$ cat src/rtl/adder_pkg.sv
// Shared definitions for the adder library: default geometry, stage count
// derivation, operation encoding and the 1-bit full-adder cell.
package adder_pkg;

    localparam int ADDER_WIDTH = 32;
    localparam int ADDER_SEG   = 8;

    localparam logic OP_ADD = 1'b0;
    localparam logic OP_SUB = 1'b1;

    // Number of SEG-bit segments needed to cover WIDTH bits.
    function automatic int adder_stages(input int width, input int seg);
        return (seg > 0) ? (width / seg) : 1;
    endfunction

    // 1-bit full-adder cell, result packed as {carry, sum}.
    function automatic logic [1:0] full_add(input logic a, input logic b, input logic ci);
        return {(a & b) | (ci & (a ^ b)), a ^ b ^ ci};
    endfunction

endpackage

$ cat src/rtl/adder_seg_stage.sv
// One SEG-bit ripple segment of the pipelined adder with registered sum,
// carry-out and valid. All registers advance together on en.
module adder_seg_stage
    import adder_pkg::*;
#(
    parameter int SEG = ADDER_SEG
) (
    input  logic           clk1,
    input  logic           rst,
    input  logic           en,
    input  logic           vin,
    input  logic [SEG-1:0] a,
    input  logic [SEG-1:0] b,
    input  logic           cin,
    output logic           vout,
    output logic [SEG-1:0] s,
    output logic           cout
);

    logic [SEG:0]   c;
    logic [SEG-1:0] s_d;

    // Ripple the carry through SEG full-adder cells.
    always_comb begin
        c    = '0;
        s_d  = '0;
        c[0] = cin;
        for (int i = 0; i < SEG; i++) begin
            {c[i+1], s_d[i]} = full_add(a[i], b[i], c[i]);
        end
    end

    // Capture the segment result when the pipeline advances.
    always_ff @(posedge clk1) begin
        if (rst) begin
            vout <= 1'b0;
            s    <= '0;
            cout <= 1'b0;
        end else if (en) begin
            vout <= vin;
            s    <= s_d;
            cout <= c[SEG];
        end
    end

endmodule

$ cat src/rtl/pipelined_adder_x.sv
// Pipelined adder/subtractor: WIDTH bits split into STAGES segments of SEG
// bits, carry registered between segments. Operands not yet consumed and sum
// bits already produced travel alongside the carry in skew registers.
module pipelined_adder_x
    import adder_pkg::*;
#(
    parameter int WIDTH = ADDER_WIDTH,
    parameter int SEG   = ADDER_SEG
) (
    input  logic             clk1,
    input  logic             rst,
    input  logic             in_valid,
    output logic             in_ready,
    input  logic [WIDTH-1:0] X,
    input  logic [WIDTH-1:0] Y,
    input  logic             Carryin,
    input  logic             sub,
    output logic             out_valid,
    input  logic             out_ready,
    output logic [WIDTH-1:0] Sum,
    output logic             Carryout,
    output logic             Overflow
);

    localparam int STAGES = adder_stages(WIDTH, SEG);

    if ((SEG < 1) || (SEG > WIDTH) || ((WIDTH % SEG) != 0)) begin : g_param_err
        $error("pipelined_adder_x: WIDTH must be a non-zero multiple of SEG");
    end

    logic             adv;
    logic [WIDTH-1:0] y_op;
    logic             cin0;
    logic             msb_ab_d;
    logic             msb_ab_q;

    // The whole pipeline moves unless a finished result is waiting.
    assign adv      = ~out_valid | out_ready;
    assign in_ready = ~rst & adv;
    assign y_op     = (sub == OP_ADD) ? Y : ~Y;
    assign cin0     = (sub == OP_SUB) ? 1'b1 : Carryin;

    for (genvar g = 0; g < STAGES; g++) begin : stg
        logic [SEG-1:0]         a;
        logic [SEG-1:0]         b;
        logic                   cin;
        logic                   vin;
        logic [SEG-1:0]         s;
        logic                   cout;
        logic                   vout;
        logic [(g+1)*SEG-1:0]   sum_all;

        if (g == 0) begin : g_first
            assign a       = X[SEG-1:0];
            assign b       = y_op[SEG-1:0];
            assign cin     = cin0;
            assign vin     = in_valid;
            assign sum_all = s;
        end else begin : g_next
            logic [g*SEG-1:0] lo;

            assign a       = stg[g-1].g_rem.xr[SEG-1:0];
            assign b       = stg[g-1].g_rem.yr[SEG-1:0];
            assign cin     = stg[g-1].cout;
            assign vin     = stg[g-1].vout;
            assign sum_all = {s, lo};

            // Carry the lower sum bits forward alongside this segment.
            always_ff @(posedge clk1) begin
                if (rst) begin
                    lo <= '0;
                end else if (adv) begin
                    lo <= stg[g-1].sum_all;
                end
            end
        end

        // Operand bits still to be added by later stages.
        if (g < STAGES - 1) begin : g_rem
            logic [WIDTH-(g+1)*SEG-1:0] xr;
            logic [WIDTH-(g+1)*SEG-1:0] yr;
            logic [WIDTH-(g+1)*SEG-1:0] xr_d;
            logic [WIDTH-(g+1)*SEG-1:0] yr_d;

            if (g == 0) begin : g_src_in
                assign xr_d = X[WIDTH-1:SEG];
                assign yr_d = y_op[WIDTH-1:SEG];
            end else begin : g_src_prev
                assign xr_d = stg[g-1].g_rem.xr[WIDTH-g*SEG-1:SEG];
                assign yr_d = stg[g-1].g_rem.yr[WIDTH-g*SEG-1:SEG];
            end

            // Shift out the consumed segment and hold the rest.
            always_ff @(posedge clk1) begin
                if (rst) begin
                    xr <= '0;
                    yr <= '0;
                end else if (adv) begin
                    xr <= xr_d;
                    yr <= yr_d;
                end
            end
        end

        adder_seg_stage #(
            .SEG (SEG)
        ) u_seg (
            .clk1 (clk1),
            .rst  (rst),
            .en   (adv),
            .vin  (vin),
            .a    (a),
            .b    (b),
            .cin  (cin),
            .vout (vout),
            .s    (s),
            .cout (cout)
        );
    end

    // Operand MSBs of the last segment: with the registered sum MSB they
    // recover the carry into bit WIDTH-1 for the overflow flag.
    assign msb_ab_d = stg[STAGES-1].a[SEG-1] ^ stg[STAGES-1].b[SEG-1];

    // Keep the MSB parity aligned with the output stage register.
    always_ff @(posedge clk1) begin
        if (rst) begin
            msb_ab_q <= 1'b0;
        end else if (adv) begin
            msb_ab_q <= msb_ab_d;
        end
    end

    assign out_valid = stg[STAGES-1].vout;
    assign Sum       = stg[STAGES-1].sum_all;
    assign Carryout  = stg[STAGES-1].cout;
    assign Overflow  = msb_ab_q ^ Sum[WIDTH-1] ^ Carryout;

endmodule

$ cat config.mk
export PLATFORM = sky130hd
export DESIGN_NAME = pipelined_adder_x
export DESIGN_NICKNAME = d
export VERILOG_FILES = /design/src/rtl/adder_pkg.sv /design/src/rtl/adder_seg_stage.sv /design/src/rtl/pipelined_adder_x.sv
export SDC_FILE = /design/constraint.sdc
export NUM_CORES = 1
export LEC_CHECK = 0
export CAP_MARGIN = 20
export CORE_AREA = 2 2 132 134
export DETAILED_ROUTE_END_ITERATION = 7
export DIE_AREA = 0 0 134 136
export PLACE_DENSITY = 0.71
export SYNTH_ARGS = -nofsm -noshare
export SYNTH_HDL_FRONTEND = slang
export SYNTH_SLANG_ARGS = --single-unit
$ cat constraint.sdc
create_clock -name clk1 -period 8.95 [get_ports clk1]
set_input_delay 2.685 -clock clk1 [delete_from_list [all_inputs] [get_ports clk1]]
set_output_delay 2.685 -clock clk1 [all_outputs]
set_load 0.1 [all_outputs]
# Yosys cells after proc, flatten, opt, wreduce, memory -nomap -nowiden
# Index checks and enable logic that the tools add are counted.
[op_classes]
mux = 2
bitwise = 167
[op_table]
columns = ["cell", "n"]
rows = [
  ["$xor 1x1->1", 66],
  ["$and 1x1->1", 65],
  ["$or 1x1->1", 33],
  ["$mux 32", 1],
  ["$not 32->32", 1],
  ["$not 1->1", 2],
  ["$mux 1", 1],
]
[totals]
reg_bits = 185
in_bits = 70
output_inout_bits = 36
word_cells = 191

# Longest topological paths before layout
# Gate-level depths: netlist of run 1.
[logic_depth]
depth_word = 19
mapped_depth = 15
ltp_nobuf = 13

# Modules after synthesis
# From an unflattened synthesis of run 1, not the netlist that was laid out.
[unflattened]
hier_cells = 834
hier_area_um2 = 7634.8
[modules_own_cells]
columns = ["mod", "instances", "cells_per_inst", "area_per_inst_um2", "seq_area_each_um2"]
rows = [
  ["pipelined_adder_x", 1, 646, 5447.7, 2902.8],
  ["adder_seg_stage", 4, 47, 546.8, 200.2],
]

# Worst setup path after synthesis of run 1
# OpenSTA, ideal clock, no wires.
[synth_path]
kind = "input port to output port"
from = "input port rst"
to = "output port in_ready"
arrival_time_ns = 4.444
required_time_ns = 6.265
path_slack_ns = 1.821
path_stages = 4
n_path_buf = 3
cell_sequence = "buf_2 buf_2 clkbuf_1 nor2_1"
[synth_via]
elab_chain_len = 2
[synth_lines]
columns = ["item", "line", "source"]
rows = [
  ["start, declared", "pipelined_adder_x.sv:11", "input logic rst,"],
  ["$not 1->1", "pipelined_adder_x.sv:39", "assign in_ready = ~rst & adv;"],
  ["$and 1x1->1", "pipelined_adder_x.sv:39", ""],
  ["end, declared", "pipelined_adder_x.sv:13", "output logic in_ready,"],
]
# Every way passes these cells.

# Final worst setup path of run 1
[layout_path]
from = "input port out_ready"
to = "output port in_ready"
[layout_via]
elab_chain_len = 2
[layout_lines]
columns = ["item", "line", "source"]
rows = [
  ["start, declared", "pipelined_adder_x.sv:19", "input logic out_ready,"],
  ["$or 1x1->1", "pipelined_adder_x.sv:38", "assign adv = ~out_valid | out_ready;"],
  ["$and 1x1->1", "pipelined_adder_x.sv:39", ""],
]
# Every way passes these cells.

==> summary.md, run 1 <==
| Metric | Value |
|---|---|
| DRT Wirelength | `14.8 mm` |
| Type of the worst setup path | `in -> out` |
| Startpoint class of the critical path | `input port` |
| GR Overflow Total | `0` |
| Tcrit/Tclk final | `80.6%` |
| Sequential power share | `between 40% and 50%` |
| Flops & latches, synth | `185` |
| Area growth syn-to-layout | `21.3%` |
| Routed WL per cell | `12.7 um` |
| Power dissipated by switching net loads | `500 uW` |
| Final number of hold-violating endpoints | `0` |
| Clock network power share | `38.6%` |
| Depth of the CTS H-tree | `4` |
| Resized Gates After CTS | `0` |
| Max-slew violation count | `0` |
| Final critical path time including I/O delays and setup | `7.22 ns` |
| Height of the chip | `136 um` |
| Post-route standard cell area excluding fillers | `~9000 um^2` |
| Leakage dissipation | `3.44 nW` |
| Fin Setup TNS | `0 ns` |
| Post-CTS Setup Inserts | `0` |
| Clock tree buffer depth | `2` |
| Total GRT Usage | `between 10% and 20%` |
| Clock tree root buffer cell | `sky130_fd_sc_hd__clkbuf_16` |
| DRC Markers | `0` |
| TritonCTS clock tree | `done` |
| Placer's final routability congestion estimate | `0.722` |
| Iteration-0 DRC Markers | `330` |
| Average instance area after synthesis | `between 8 and 9 um^2` |
| Power per unit of standard cell area | `204 nW/um^2` |
| Clock transition at the register clock pins on the worst setup and hold paths after CTS | `0.07 ns` |
| Largest voltage drop on the vdd net | `167 uV` |
| Final setup violating endpoints | `0` |
| Overall die area | `18200 um^2` |
| Tightest Hold Check Type | `reg -> reg` |
| Total of buffers placed on input and output ports | `105` |
| Antenna Cells | `0` |
| Routed vias/inst | `4.68` |
| Antenna violations before repair | `0` |
| Nets in the synthesized netlist | `969` |
| Slew at the pin closest to its max-slew limit | `~1.0 ns` |
| Number of nets with antenna violations after routing | `0` |
| Worst hold slack | `0.450 ns` |
| Highest net fanout along the worst path | `2` |
| Req. time, crit path | `6.27 ns` |
| HPWL after detailed placement | `9.45 mm` |
| Overall power | `1.84 mW` |
| Portion of the post-synthesis area used by sequential elements | `49.8%` |
| Critical path arrival | `~4.5 ns` |
| Yosys warning count | `0` |
| Element type at the critical path end | `primary output` |
| Max-capacitance violation count | `0` |
| Die width | `roughly 130 um` |
| Netlist Area Pre-Place | `roughly 7400 um^2` |
| Clock latency on the worst-skew pair | `roughly 0.43 ns` |
| Via count of the first global-routing pass | `4994` |
| Filler cell count in the final layout | `approximately 1600` |
| Pint | `roughly 1.3 mW` |
| Combinational power share | `12.0%` |
| RSZ-0062 raised after global routing | `false` |
| Maximum number of pins on one net before global-route repair | `106` |
| Number of buffers created by CTS | `17` |
| Number of nets in the layout | `around 1000` |
| Result of the run | `finished, final reports clean` |
| Total via count after detailed routing | `around 5500` |
| Achievable Freq | `0.139 GHz` |
| Std-Cell Rows | `48` |
| Share of total power consumed by net switching | `between 20% and 30%` |
| Count of distinct cell types in the synthesized netlist | `17` |
| Final Skew | `0.00862 ns` |
| Fraction of layout cells with a size suffix above 1 | `under 10%` |
| Cts hold-fix bufs | `0` |
| First drt pass iteration count | `5` |
| Global-route wire length before repair | `about 25 mm` |
| Effective utilization at floorplan | `between 40 and 50%` |
| Sinks on Clock Net | `185` |
| Headroom to the max-slew limit | `30.9%` |
| Placed cell area | `8430 um^2` |
| Floorplan Core Area | `16900 um^2` |
| Cells after Synth | `866` |
| Number of I/O pins | `106` |
cell type report:
cell class	count	area, um^2	area share, %
sequential	185	3700	41.1
timing repair buffer	111	1110	12.3
multi-input combinational	586	3250	36.0
inverter	29	109	1.21
tap	225	282	3.12
clock inverter	14	124	1.37
clock buffer	18	439	4.87
power by group through the flow:
stage | sequential, mW | combinational [mW] | clock [mW]
after detailed placement | 0.928 | 0.222 | 0
final | 0.909 | 0.222 | 0.712
after global placement | 0.926 | 0.221 | 0
after CTS | 0.909 | 0.224 | 0.731
after global routing | 0.916 | 0.245 | 0.764
after floorplan | 0.965 | 0.111 | 0
flip-flops by register name (all words and copies together) (netlist names):
signal	count
stg.u_seg.cout	4
stg.g_rem.xr	48
stg.u_seg.s	32
stg.g_next.lo	48
stg.u_seg.vout	4
msb_ab_q	1
stg.g_rem.yr	48
critical path: stages:
cell and delay, ns:
sky130_fd_sc_hd__clkdlybuf4s50_1 0.53, sky130_fd_sc_hd__nor2b_4 0.05, sky130_fd_sc_hd__nor2_1 0.08, sky130_fd_sc_hd__clkdlybuf4s50_1 1.17
cells in the mapped netlist:
cell type                  count  area, um^2
sky130_fd_sc_hd__or2_2         1        6.26
sky130_fd_sc_hd__a21oi_1     145         726
sky130_fd_sc_hd__a211oi_1     39         293
sky130_fd_sc_hd__nand2_1     290        1090
sky130_fd_sc_hd__fa_1         32         641
sky130_fd_sc_hd__buf_6        10         113
sky130_fd_sc_hd__xnor2_1      30         263
sky130_fd_sc_hd__buf_2        33         165
sky130_fd_sc_hd__clkbuf_1     16        60.1
sky130_fd_sc_hd__buf_4         7        52.6
sky130_fd_sc_hd__inv_1        29         109
sky130_fd_sc_hd__xor2_1        4        35.0
sky130_fd_sc_hd__dfxtp_1     185        3700
sky130_fd_sc_hd__nand2b_1      1        6.26
sky130_fd_sc_hd__nor2_1       42         158
sky130_fd_sc_hd__ha_1          1        12.5
sky130_fd_sc_hd__nor2b_1       1        6.26
kinds of logic (layout without fill, tap and decap cells):
| logic type | after synthesis | in the layout | share of synthesized area [%] |
|---|---|---|---|
| and+or+nand+nor | 335 | 335 | 17.0 |
| xor gates and xnor gates | 34 | 34 | 4.00 |
| DFF | 185 | 185 | 49.8 |
| adders and majority gates | 33 | 33 | 8.78 |
| AOI/OAI and AO/OA | 184 | 184 | 13.7 |
| buffers and inverters | 95 | 172 | 6.71 |
layer usage:
layer / vias up / track usage, % / share of wire, % / routed length [um]
li1: 2892 / - / - / -
met1: 2470 / 25.0 / 52 / 7680
met2: 90 / 24.3 / 44 / 6460
met3: 9 / 4.33 / 3.4 / 506
met4: 0 / 5.26 / 0.89 / 131
met5: - / 0 / 0 / 0
worst paths after layout:
check                      startpoint                  end  cells past startpoint  slack [ns]
setup reg to reg    stg[0].u_seg.cout    stg[1].u_seg.s[7]                     12        5.07
setup / recovery            out_ready             in_ready                      4        1.73
hold reg to reg   stg[3].g_next.lo[8]  stg[3].g_next.lo[8]                      2        0.45
hold / removal    stg[3].g_next.lo[8]  stg[3].g_next.lo[8]                      2        0.45
metrics by stage:
stage / setup WS, ns / util (%) / cells
2_1_floorplan: 1.82 / - / 866
3_3_place_gp: 1.73 / 49.9 / 1135
3_5_place_dp: 1.73 / 49.9 / 1135
4_1_cts: 1.73 / 53.3 / 1167
5_1_grt: 1.70 / 53.4 / 1168
6_report: 1.73 / 53.4 / 1168
cell usage in the layout, fill, tap and decap left out, types with 2 or more instances in the layout:
| cell type | n |
|---|---|
| sky130_fd_sc_hd__buf_4 | 5 |
| sky130_fd_sc_hd__fa_1 | 32 |
| sky130_fd_sc_hd__xnor2_1 | 30 |
| sky130_fd_sc_hd__inv_6 | 7 |
| sky130_fd_sc_hd__clkdlybuf4s50_1 | 103 |
| sky130_fd_sc_hd__dfxtp_1 | 185 |
| sky130_fd_sc_hd__nand2_1 | 290 |
| sky130_fd_sc_hd__xor2_1 | 4 |
| sky130_fd_sc_hd__nor2_1 | 42 |
| sky130_fd_sc_hd__a211oi_1 | 39 |
| sky130_fd_sc_hd__inv_8 | 2 |
| sky130_fd_sc_hd__clkinv_4 | 4 |
| sky130_fd_sc_hd__clkbuf_16 | 17 |
| sky130_fd_sc_hd__inv_1 | 29 |
| sky130_fd_sc_hd__a21oi_1 | 145 |
Power figures use the tool's default switching activity.
==> run 2, diff against run 1 <==
Settings changed: PLACE_DENSITY 0.71 to 0.74.
Clock period 8.95 ns to 6.6 ns, I/O delays scaled along.
==> summary.md, run 2 (same netlist as run 1, synthesis figures left out) <==
| Metric | Value |
|---|---|
| DRC Markers | `0 (unchanged)` |
| Die width | `134 um (unchanged)` |
| Routed WL per cell | `13.0 um (+2.8%)` |
| Slew at the pin closest to its max-slew limit | `1.02 ns (-0.0137 ns)` |
| Placed cells | `1136 (+0.088%)` |
| Number of I/O pins | `106 (unchanged)` |
| Non-filler instance count after layout | `1170 (+0.17%)` |
| Share of total power consumed by net switching | `24.7% (-2.4 points)` |
| Startpoint class of the critical path | `input port` |
| First drt pass iteration count | `4 (-1)` |
| Resized Gates After CTS | `0 (unchanged)` |
| Tightest Hold Check Type | `reg -> reg` |
| Filler cell count in the final layout | `1565 (-2.3%)` |
| Std-Cell Rows | `48 (unchanged)` |
| Overall power | `2.66 mW (+45%)` |
| Leakage dissipation | `3.50 nW (+1.7%)` |
| Final number of hold-violating endpoints | `0 (unchanged)` |
| RSZ-0062 raised after global routing | `false` |
| Global-route wire length before repair | `24.6 mm (+0.48%)` |
| Power per unit of standard cell area | `291 nW/um^2 (+42%)` |
| Final Skew | `0.0129 ns (+0.00425 ns)` |
| Area growth syn-to-layout | `23.0%` |
| Type of the worst setup path | `in -> reg` |
| Final critical path time including I/O delays and setup | `5.56 ns` |
| Total of buffers placed on input and output ports | `105 (unchanged)` |
| Cells on Worst Hold Path | `2 (unchanged)` |
| Clock tree root buffer cell | `sky130_fd_sc_hd__clkbuf_16` |
| TritonCTS clock tree | `done` |
| Floorplan Core Area | `16900 um^2 (unchanged)` |
| Clock transition at the register clock pins on the worst setup and hold paths after CTS | `0.07 ns (about the same)` |
| Fin Setup TNS | `0 ns (unchanged)` |
| Iteration-0 DRC Markers | `356 (+7.9%)` |
| Worst hold slack | `0.450 ns (-0.000109 ns)` |
| Commonest non-fill, non-tap cell in the layout | `sky130_fd_sc_hd__nand2_1` |
| Pint | `2.01 mW (+49%)` |
| Final setup violating endpoints | `0 (unchanged)` |
| Total via count after detailed routing | `5523 (+1.1%)` |
| Reg2reg path depth | `12 (unchanged)` |
| Total GRT Usage | `17.0% (+0.059 points)` |
| Element type at the critical path end | `register` |
| Req. time, crit path | `6.89 ns (+0.62 ns)` |
| Power dissipated by switching net loads | `659 uW (+32%)` |
| Clock network power share | `42.2% (+3.6 points)` |
| Largest voltage drop on the vdd net | `218 uV (+31%)` |
| Clock tree buffer depth | `2 (unchanged)` |
| Fraction of layout cells with a size suffix above 1 | `4.76% (+0.20 points)` |
| Highest net fanout along the worst path | `1 (-1)` |
| Number of buffers created by CTS | `17 (unchanged)` |
| Clock latency on the worst-skew pair | `0.43 ns (about the same)` |
| Achievable Freq | `0.180 GHz` |
| GR Overflow Total | `0 (unchanged)` |
| Sequential power share | `46.4% (-2.9 points)` |
| Placer's final routability congestion estimate | `0.714 (-1.1%)` |
| HPWL after detailed placement | `9.50 mm (+0.55%)` |
| DRT Wirelength | `15.2 mm (+2.9%)` |
| Tcrit/Tclk final | `84.3%` |
| Number of nets in the layout | `1035 (+0.19%)` |
| Antenna Cells | `0 (unchanged)` |
| Headroom to the max-slew limit | `31.8% (+0.92 points)` |
| Overall die area | `18200 um^2 (unchanged)` |
| Routed vias/inst | `4.72 (+0.96%)` |
| Maximum number of pins on one net before global-route repair | `116 (+9.4%)` |
| Final core area utilization | `54.2% (+0.77 points)` |
| Max-capacitance violation count | `0 (unchanged)` |
| Result of the run | `finished, final reports clean` |
| Combinational power share | `11.5% (-0.5 points)` |
| Top flop regs | `stg.g_rem.xr x48, stg.g_rem.yr x48, stg.g_next.lo x48` |
| Commonest cells after routing, fill and taps aside | `sky130_fd_sc_hd__nand2_1, sky130_fd_sc_hd__dfxtp_1, sky130_fd_sc_hd__a21oi_1` |
| Sinks on Clock Net | `185 (unchanged)` |
| Critical path arrival | `5.85 ns (+1.32 ns)` |
| Number of nets with antenna violations after routing | `0 (unchanged)` |
| Height of the chip | `136 um (unchanged)` |
| Via count of the first global-routing pass | `4992 (-0.040%)` |
| Cts hold-fix bufs | `0 (unchanged)` |
| Effective utilization at floorplan | `44.1% (unchanged)` |
| Max-slew violation count | `0 (unchanged)` |
| Antenna violations before repair | `0 (unchanged)` |
| Post-CTS Setup Inserts | `0 (unchanged)` |
| Depth of the CTS H-tree | `4 (unchanged)` |
[run 2: cell types whose count changed in the layout (fill, tap and decap cells not counted), sizes merged]
cell	previous run	this run
clkinv	5	3
clkdlybuf4s50	103	102
inv	38	33
bufinv	0	5
buf	8	11
clkbuf	18	19
clkinvlp	0	1
[run 2: stage by stage]
step	worst slack, ns	cell area [um^2]
6_report	1.04	9150
5_1_grt	0.882	9150
4_1_cts	1.02	9100
3_5_place_dp	0.564	8450
3_3_place_gp	0.684	8450
2_1_floorplan	0.881	7440
[run 2: metal layers]
layer	GRT usage, %	wire [um]	vias to the layer above
met5	0	0	-
met4	6.15	194	0
met3	3.80	583	15
met2	25.4	6830	108
met1	24.3	7600	2505
li1	-	-	2895
[run 2: path summary, 6_finish.rpt]
check	from	end	slack, ns
worst max-delay path	Y[0]	stg[0].u_seg.s[7]	1.04
worst min-delay path	stg[3].g_next.lo[6]	stg[3].g_next.lo[6]	0.45
worst max register to register	stg[0].u_seg.cout	stg[1].u_seg.s[7]	2.71
worst min register to register	stg[3].g_next.lo[6]	stg[3].g_next.lo[6]	0.45
[run 2: area by class of cell]
cell class / instances / area (um^2) / share of cell area [%]
Clock inverter: 13 / 213 / 2.32
Sequential cell: 185 / 3700 / 40.5
Clock buffer: 19 / 443 / 4.84
Timing Repair Buffer: 113 / 1150 / 12.6
Inverter: 29 / 109 / 1.19
Tap cell: 225 / 282 / 3.08
Multi-Input combinational cell: 586 / 3250 / 35.5
[run 2: power by group through the flow]
stage,logic (mW),clock network (mW),registers [mW]
6_report,0.306,1.12,1.23
5_1_grt,0.334,1.19,1.24
4_1_cts,0.306,1.15,1.23
3_5_place_dp,0.303,0,1.26
3_3_place_gp,0.299,0,1.26
2_1_floorplan,0.151,0,1.31
[run 2: critical path, cell delays in order]
cell and delay [ns]:
sky130_fd_sc_hd__clkdlybuf4s50_1 0.47, sky130_fd_sc_hd__xor2_1 0.21, sky130_fd_sc_hd__fa_1 0.20, sky130_fd_sc_hd__inv_1 0.05, sky130_fd_sc_hd__fa_1 0.39, sky130_fd_sc_hd__fa_1 0.40
sky130_fd_sc_hd__fa_1 0.39, sky130_fd_sc_hd__fa_1 0.39, sky130_fd_sc_hd__fa_1 0.38, sky130_fd_sc_hd__fa_1 0.36, sky130_fd_sc_hd__inv_1 0.07, sky130_fd_sc_hd__fa_1 0.40
sky130_fd_sc_hd__nand2_1 0.07, sky130_fd_sc_hd__a21oi_1 0.08
